**src/rtl/inst_issue_fifo.sv**
```systemverilog
// Instruction buffer between fetch and the dual-issue decoder: up to two pushes
// and up to two retirements per cycle, plus the delay-slot flag for inst1_o.
module inst_issue_fifo #(
   parameter int DEPTH = 8,
   parameter int PTR_W = 3
) (
   input  logic               clk,
   input  logic               rst,
   input  logic               flush_i,
   input  logic               stall_i,
   input  logic               push1_i,
   input  logic               push2_i,
   input  logic [31:0]        inst1_push_i,
   input  logic [31:0]        addr1_push_i,
   input  logic [31:0]        inst2_push_i,
   input  logic [31:0]        addr2_push_i,
   input  logic               issue_i,
   input  logic               ninst_in_delayslot_i,
   output logic [31:0]        inst1_o,
   output logic [31:0]        inst1_addr_o,
   output logic [31:0]        inst2_o,
   output logic [31:0]        inst2_addr_o,
   output logic               issue_en_o,
   output logic               is_in_delayslot_o,
   output logic               full_o,
   output logic               empty_o,
   output logic [PTR_W:0]     count_o
);

   localparam int       CW          = PTR_W + 1;
   localparam logic     DUAL_ISSUE  = 1'b1;
   localparam logic [31:0] ZERO_WORD = 32'h0000_0000;

   logic [31:0]      inst_mem_q [DEPTH];
   logic [31:0]      addr_mem_q [DEPTH];
   logic [PTR_W-1:0] rd_q, rd_d;
   logic [PTR_W-1:0] wr_q, wr_d;
   logic [PTR_W:0]   count_q, count_d;
   logic             ds_q, ds_d;

   logic [PTR_W-1:0] rd_p1;
   logic [PTR_W-1:0] wr_p1;
   logic             has1;
   logic             has2;
   logic [1:0]       push_n;
   logic [1:0]       pop_n;

   assign rd_p1 = rd_q + PTR_W'(1);
   assign wr_p1 = wr_q + PTR_W'(1);
   assign has1  = (count_q != '0);
   assign has2  = (count_q >= CW'(2));

   // Handshake: a push is taken only while full_o is low (pairs are all-or-nothing);
   // the head retires whenever issue_en_o is high, 1 or 2 entries per issue_i.
   assign full_o     = (count_q > CW'(DEPTH - 2));
   assign empty_o    = ~has1;
   assign issue_en_o = has1 & ~stall_i & ~flush_i;
   assign count_o    = count_q;
   assign is_in_delayslot_o = ds_q;

   always_comb begin
      push_n = 2'd0;
      if (!full_o && push1_i) begin
         push_n = push2_i ? 2'd2 : 2'd1;
      end
      pop_n = 2'd0;
      if (issue_en_o) begin
         pop_n = (issue_i == DUAL_ISSUE && has2) ? 2'd2 : 2'd1;
      end
   end

   always_comb begin
      inst1_o      = ZERO_WORD;
      inst1_addr_o = ZERO_WORD;
      inst2_o      = ZERO_WORD;
      inst2_addr_o = ZERO_WORD;
      if (has1) begin
         inst1_o      = inst_mem_q[rd_q];
         inst1_addr_o = addr_mem_q[rd_q];
      end
      if (has2) begin
         inst2_o      = inst_mem_q[rd_p1];
         inst2_addr_o = addr_mem_q[rd_p1];
      end
   end

   // Occupancy and pops both use pre-push count, so a pushed entry is never read the same cycle.
   always_comb begin
      rd_d    = rd_q + PTR_W'(pop_n);
      wr_d    = wr_q + PTR_W'(push_n);
      count_d = count_q + CW'(push_n) - CW'(pop_n);
      ds_d    = ds_q;
      if (pop_n != 2'd0) begin
         ds_d = (pop_n == 2'd1) & ninst_in_delayslot_i;
      end
      if (flush_i) begin
         rd_d    = '0;
         wr_d    = '0;
         count_d = '0;
         ds_d    = 1'b0;
      end
   end

   always_ff @(posedge clk) begin
      if (rst) begin
         rd_q    <= '0;
         wr_q    <= '0;
         count_q <= '0;
         ds_q    <= 1'b0;
      end else begin
         rd_q    <= rd_d;
         wr_q    <= wr_d;
         count_q <= count_d;
         ds_q    <= ds_d;
      end
   end

   // Storage carries no reset; entries outside [rd, rd+count) are never driven out.
   always_ff @(posedge clk) begin
      if (!flush_i && push_n != 2'd0) begin
         inst_mem_q[wr_q] <= inst1_push_i;
         addr_mem_q[wr_q] <= addr1_push_i;
         if (push_n == 2'd2) begin
            inst_mem_q[wr_p1] <= inst2_push_i;
            addr_mem_q[wr_p1] <= addr2_push_i;
         end
      end
   end

endmodule

```
**config.mk**
```make
export PLATFORM = sky130hd
export DESIGN_NAME = inst_issue_fifo
export DESIGN_NICKNAME = d
export VERILOG_FILES = /design/src/rtl/inst_issue_fifo.sv
export SDC_FILE = /design/constraint.sdc
export NUM_CORES = 1
export LEC_CHECK = 0
export ABC_AREA = 1
export BUFFER_PORTS_ARGS = -buffer_cell sky130_fd_sc_hd__buf_2
export CELL_PAD_IN_SITES_DETAIL_PLACEMENT = 0
export CELL_PAD_IN_SITES_GLOBAL_PLACEMENT = 1
export CORE_ASPECT_RATIO = 1.25
export CORE_MARGIN = 5
export CORE_UTILIZATION = 45
export DETAILED_ROUTE_END_ITERATION = 16
export PLACE_DENSITY_LB_ADDON = 0.1
export SETUP_SLACK_MARGIN = 0.02
export SLEW_MARGIN = 20
export SYNTH_ARGS = -nofsm -noshare
export SYNTH_HDL_FRONTEND = slang
export SYNTH_SLANG_ARGS = --single-unit
```
**constraint.sdc**
```tcl
create_clock -name clk -period 4.5 [get_ports clk]
set_clock_uncertainty 0.2 [all_clocks]
set_input_delay 0.45 -clock clk [delete_from_list [all_inputs] [get_ports clk]]
set_output_delay 0.45 -clock clk [all_outputs]
set_load 0.02 [all_outputs]
```
==> results of run 1 <==
==> per-layer routing <==
| layer | up-vias | share of wire |
|---|---|---|
| met5 | - | 0.00026 |
| met4 | 6 | 0.033 |
| li1 | 15600 | - |
| met1 | 15500 | 0.40 |
| met2 | 1357 | 0.49 |
| met3 | 253 | 0.074 |
==> cell families (layout without fill, tap and decap cells) <==
logic type / after synthesis / count (layout) / synth area share
AO/OA/AOI/OAI: 591 / 591 / 0.0891
adder cells (fa/ha/maj): 15 / 15 / 0.00621
XOR/XNOR: 4 / 4 / 0.00153
AND/OR/NAND/NOR: 2872 / 2872 / 0.347
other: 0 / 10 / 0
buffers and inverters: 730 / 729 / 0.111
flip-flops: 523 / 523 / 0.445
==> cells in the final DEF (no fill, tap or decap), drive strengths merged, types with 3 or more instances in the layout <==
cell type	count
buf	348
dfxtp	11
or2	64
clkinv	31
o211ai	66
ha	11
nor3	62
edfxtp	512
dlygate4sd3	51
xnor2	3
nor2	345
o21ai	264
nand4	10
fa	4
nand3	777
bufinv	5
inv	221
a21oi	260
diode	10
clkbuf	73
nand2	1614
==> power by group <==
part / switching (mW) / total [mW] / leakage, nW / internal, mW
combinational: 2.24 / 3.07 / 10.4 / 0.836
sequential: 0.0526 / 5.54 / 4.73 / 5.48
clock: 2.07 / 4.80 / 0.903 / 2.73
==> cell type report <==
| class | count | area share |
|---|---|---|
| Clock buffer | 73 | 0.0412 |
| Sequential cell | 523 | 0.409 |
| Inverter | 223 | 0.0223 |
| Timing Repair Buffer | 399 | 0.0721 |
| Tap cell | 1044 | 0.0342 |
| Clock inverter | 34 | 0.00708 |
| Antenna cell | 10 | 0.000656 |
| Multi-Input combinational cell | 3482 | 0.413 |
==> how the worst max path moves through the flow <==
stage                  endpoint  slack [ns]
4_1_cts        inst1_addr_o[17]        0.40
6_report       inst1_addr_o[17]        0.46
2_1_floorplan  addr_mem_q[0][0]        1.02
5_1_grt        inst1_addr_o[17]        0.33
3_3_place_gp   inst1_addr_o[17]        1.08
3_5_place_dp   inst1_addr_o[17]        1.10
==> sequential cells by signal, summed over array words and instances (netlist names) <==
name and cells:
wr_q 3, count_o 4, is_in_delayslot_o 1, addr_mem_q 256
inst_mem_q 256, rd_q 3
==> what timing repair did <==
item	4_1_cts	5_1_grt
buffers inserted	0	0
hold endpoints to repair	341	0
hold buffers	51	0
==> critical path: cells and delay by family, from the launching register on <==
family / cells / cell delay [ns]
buf+inv: 3 / 1.61
compound gates: 2 / 0.38
flops: 1 / 0.37
simple gates: 2 / 0.34
==> flow_summary.toml, run 1 <==
[status]
outcome = "complete, no violations"

[logic_synthesis]
synthesis.area_um2 = 35100
async_flop_share = 0
synth_area_leaders = "edfxtp_1 (44%), nand2_1 (17%), nand3_1 (11%), a21oi_1 (3.7%), nor2_1 (3.7%)"
netlist_instances = 4735
ys_ff_latch = 523
ys.flop_type = "edfxtp_1"
synth_edf_count = 512
yosysMostFrequentCell = "nand2_1"
ys_types = 35
seq_area_frac_synth = 0.445
yosysTopAreaCellShare = 0.438
yosys_warnings = 0
postSynthAreaPerCell_um2 = 7.41
synth_top_area_cell = "edfxtp_1"
synth_commonest_cells = "nand2_1 (1,611), nand3_1 (768), edfxtp_1 (512)"
syn-num-nets = 4886

[critical_path]
path_common_cell = "nor2_1"
required_ns = 3.85
crit_path_start = "rd_q[1]"
cp-end-kind = "primary output"
cp_max_fo = 125
rrSetupSlack_ns = 0.61
reg2reg_depth = 10
cp_cell_sequence = "buf_12 > buf_4 > o21ai_0 > o21ai_1 > nor2_1 > nor2_1 > buf_2"
timing.rr.start = "wr_q[0]"
cpMaxStageDelayCell = "buf_4"
r2r-end = "inst_mem_q[6][29]"
critPathKind = "reg -> out"
start_kind = "flop"
crit_arrival_ns = 3.39
max_stage_delay_ns = 0.86

[detailed_routing]
wl_per_cell_um = 22.6
route.vias.total = 32700
drt-initial-drc-count = 3070
via_per_inst = 5.64
firstDrtPassIters = 6
ant_nets = 0
wirelength_um = 131000
drc_errors = 0

[timing]
finalSetupViolations = 0
rsz0062_at_grt = "no"
max_freq_ghz = 0.248
final-hold-violation-count = 0
worst_slack_ns = 0.461
drv_slew = 0
holdWs_ns = 0.0277
setup_tns_ns = 0
fin_crit_sh = 0.898
maxSlewHeadroom = 0.170
worstMarginPinSlew_ns = 1.25
period_minus_slack_ns = 4.04

[pwr]
p_leak_nw = 16.0
p_total_mw = 13.4
p_per_area_nw_per_um2 = 351
ir_drop_mv = 0.323

[global_routing]
grt_pass1_vias = 31300
gr-usage-all-layers = 0.303
overflow = 0
use_met2 = 0.527
grt_util_met1 = 0.393
antenna_found_initial = 13
grt_max_degree = 257
grt_first_pass_wirelength_um = 195000
grt_busiest_layer = "met2"
met3_usage = 0.0407

[min_path]
whs_endpoint = "inst_mem_q[3][12]"
hp-start = "inst2_push_i[12]"
hold_class = "in -> reg"
hold_depth = 3

[die]
core_um2 = 77300
floorplan.initialDensity = 0.454
die_h_um = 322
rows = 114
dieArea_um2 = 83700
dieWidth_um = 260
io_pins = 272

[place]
place_inst = 5619
hpwl_um = 70800
place.port_buffers = 271
place_ws_ns = 1.10
gp_congestion = 0.793
placed_cell_area_um2 = 35800

[clocking]
post_cts_resized = 0
cts_max_level = 2
clock-sinks = 523
cts_buffers = 58
cts_tree = "built"
cts_buffer_depth = 3
root_buffer = "clkbuf_16"
clk_latency_ns = 0.64
clk_pin_slew_worst_paths_ns = 0.06

[finish]
synthToLayoutAreaGrowth_pct = 8.78
multi_input_area_um2 = 15800
nets = 4838
drive_above_1_share = 0.114
final-seq-area_um2 = 15600
final_cells = 5788
design_area_um2 = 38200
fillCellCount = 7775
utilization = 0.494

[job]
max_cap_viol_count = 0
No activity file was read; power rests on OpenSTA's default activity.
==> run 2, diff against run 1 <==
- CORE_UTILIZATION: 45 -> 40
==> flow_summary.toml, run 2 (synthesis gave the netlist of run 1 again) <==
[finish]
drive_above_1_share = 0.114
synthToLayoutAreaGrowth_pct = 11.7
multi_input_area_um2 = 15800
final-seq-area_um2 = 15600
design_area_um2 = 39200
final_common_cell = "nand2_1"
nets = 4927
fillCellCount = 8834
final_cells = 6002
most-common-layout-cells = "nand2_1 (1,603), nand3_1 (767), edfxtp_1 (512)"

[clocking]
clk_pin_slew_worst_paths_ns = 0.06
post_cts_resized = 0
cts_tree = "built"
clock-sinks = 523
cts_max_level = 2
root_buffer = "clkbuf_16"
cts_buffers = 61
clk_latency_ns = 0.64
cts_buffer_depth = 3

[detailed_routing]
firstDrtPassIters = 6
drc_errors = 0
drt-initial-drc-count = 3257
wl_per_cell_um = 23.4
route.vias.total = 33300
via_per_inst = 5.55
wirelength_um = 140000
ant_nets = 0

[die]
dieWidth_um = 275
core_um2 = 87100
die_h_um = 341
rows = 121
dieArea_um2 = 93800
io_pins = 272
floorplan.initialDensity = 0.403

[global_routing]
grt_max_degree = 243
grt_first_pass_wirelength_um = 206000
antenna_found_initial = 10
gr-usage-all-layers = 0.290
grt_pass1_vias = 31600
overflow = 0

[status]
outcome = "complete, no violations"

[critical_path]
cpMaxStageDelayCell = "buf_4"
r2r-end = "inst_mem_q[2][17]"
cp_cell_sequence = "buf_4 > buf_4 > o21ai_0 > o21ai_0 > nor2_1 > nor2_1 > buf_2"
cp-end-kind = "primary output"
max_stage_delay_ns = 0.89
crit_arrival_ns = 3.57
rrSetupSlack_ns = 0.52
critPathKind = "reg -> out"
reg2reg_depth = 10
start_kind = "flop"
endpoint = "inst1_o[29]"
cp_max_fo = 75
crit_path_start = "rd_q[1]"
required_ns = 3.85
timing.rr.start = "wr_q[0]"

[pwr]
ir_drop_mv = 0.281
p_per_area_nw_per_um2 = 349
p_leak_nw = 16.4
p_total_mw = 13.7

[timing]
period_minus_slack_ns = 4.22
holdWs_ns = 0.0428
finalSetupViolations = 0
worstMarginPinSlew_ns = 1.16
rsz0062_at_grt = "no"
fin_crit_sh = 0.938
drv_slew = 0
setup_tns_ns = 0
maxSlewHeadroom = 0.228
max_freq_ghz = 0.237
final-hold-violation-count = 0

[place]
place_inst = 5751
place.port_buffers = 271
placed_cell_area_um2 = 36000
gp_congestion = 0.808
hpwl_um = 75800

[job]
max_cap_viol_count = 0

[min_path]
hold_class = "in -> reg"
[run 2: cell types whose count changed in the layout (fill, tap and decap cells not counted), sizes merged]
cell / delta
dlygate4sd3: +79
clkbuf: +11
buf: +7
clkinv: -5
bufinv: -2
diode: -2
inv: +2
[run 2: how the worst min path moves through the flow]
stage	from	end	slack, ns	cells after the start
2_1_floorplan	is_in_delayslot_o	is_in_delayslot_o	0.34	2
3_3_place_gp	is_in_delayslot_o	is_in_delayslot_o	0.30	2
3_5_place_dp	is_in_delayslot_o	is_in_delayslot_o	0.30	2
4_1_cts	addr2_push_i[3]	addr_mem_q[7][3]	0.00008	3
5_1_grt	addr1_push_i[17]	addr_mem_q[1][17]	0.02	3
6_report	inst1_push_i[23]	inst_mem_q[3][23]	0.04	3
[run 2: what timing repair did]
action / CTS / global route
setup buffers: 0 / 0
hold endpoints to repair: 421 / 0
hold buffers: 130 / 0
[run 2: per-layer routing]
metal	vias up	GRT usage	part of all wire
met2	1298	0.497	0.49
met5	-	0	0.00030
met3	214	0.0288	0.065
met4	8	0.0810	0.028
met1	16000	0.392	0.42
li1	15700	-	-
[run 2: per-stage QoR]
stage,setup slack (ns),utilization
after floorplan,1.02,-
after global placement,0.963,0.413
after detailed placement,0.971,0.413
after CTS,0.258,0.450
after global routing,0.135,0.450
final,0.278,0.450
[run 2: final cells by class]
type                    instances  share of cell area
multi-input cells            3482               0.403
clock inverters                29             0.00517
diodes                          8            0.000511
clock buffers                  84              0.0433
well taps                    1168              0.0373
inverters                     223              0.0217
repair buffers                485              0.0910
flip-flops and latches        523               0.398
[run 2: power by group]
group	internal [mW]	switching, mW
sequential	5.48	0.0531
combinational	0.895	2.33
clock	2.78	2.14
[run 2: critical path: cells and delay by family (launching register included)]
kind                   cells  cell delay, ns
AO/OA/AOI/OAI              2            0.39
buffers and inverters      3            1.72
flip-flops                 1            0.36
AND/OR/NAND/NOR            2            0.45
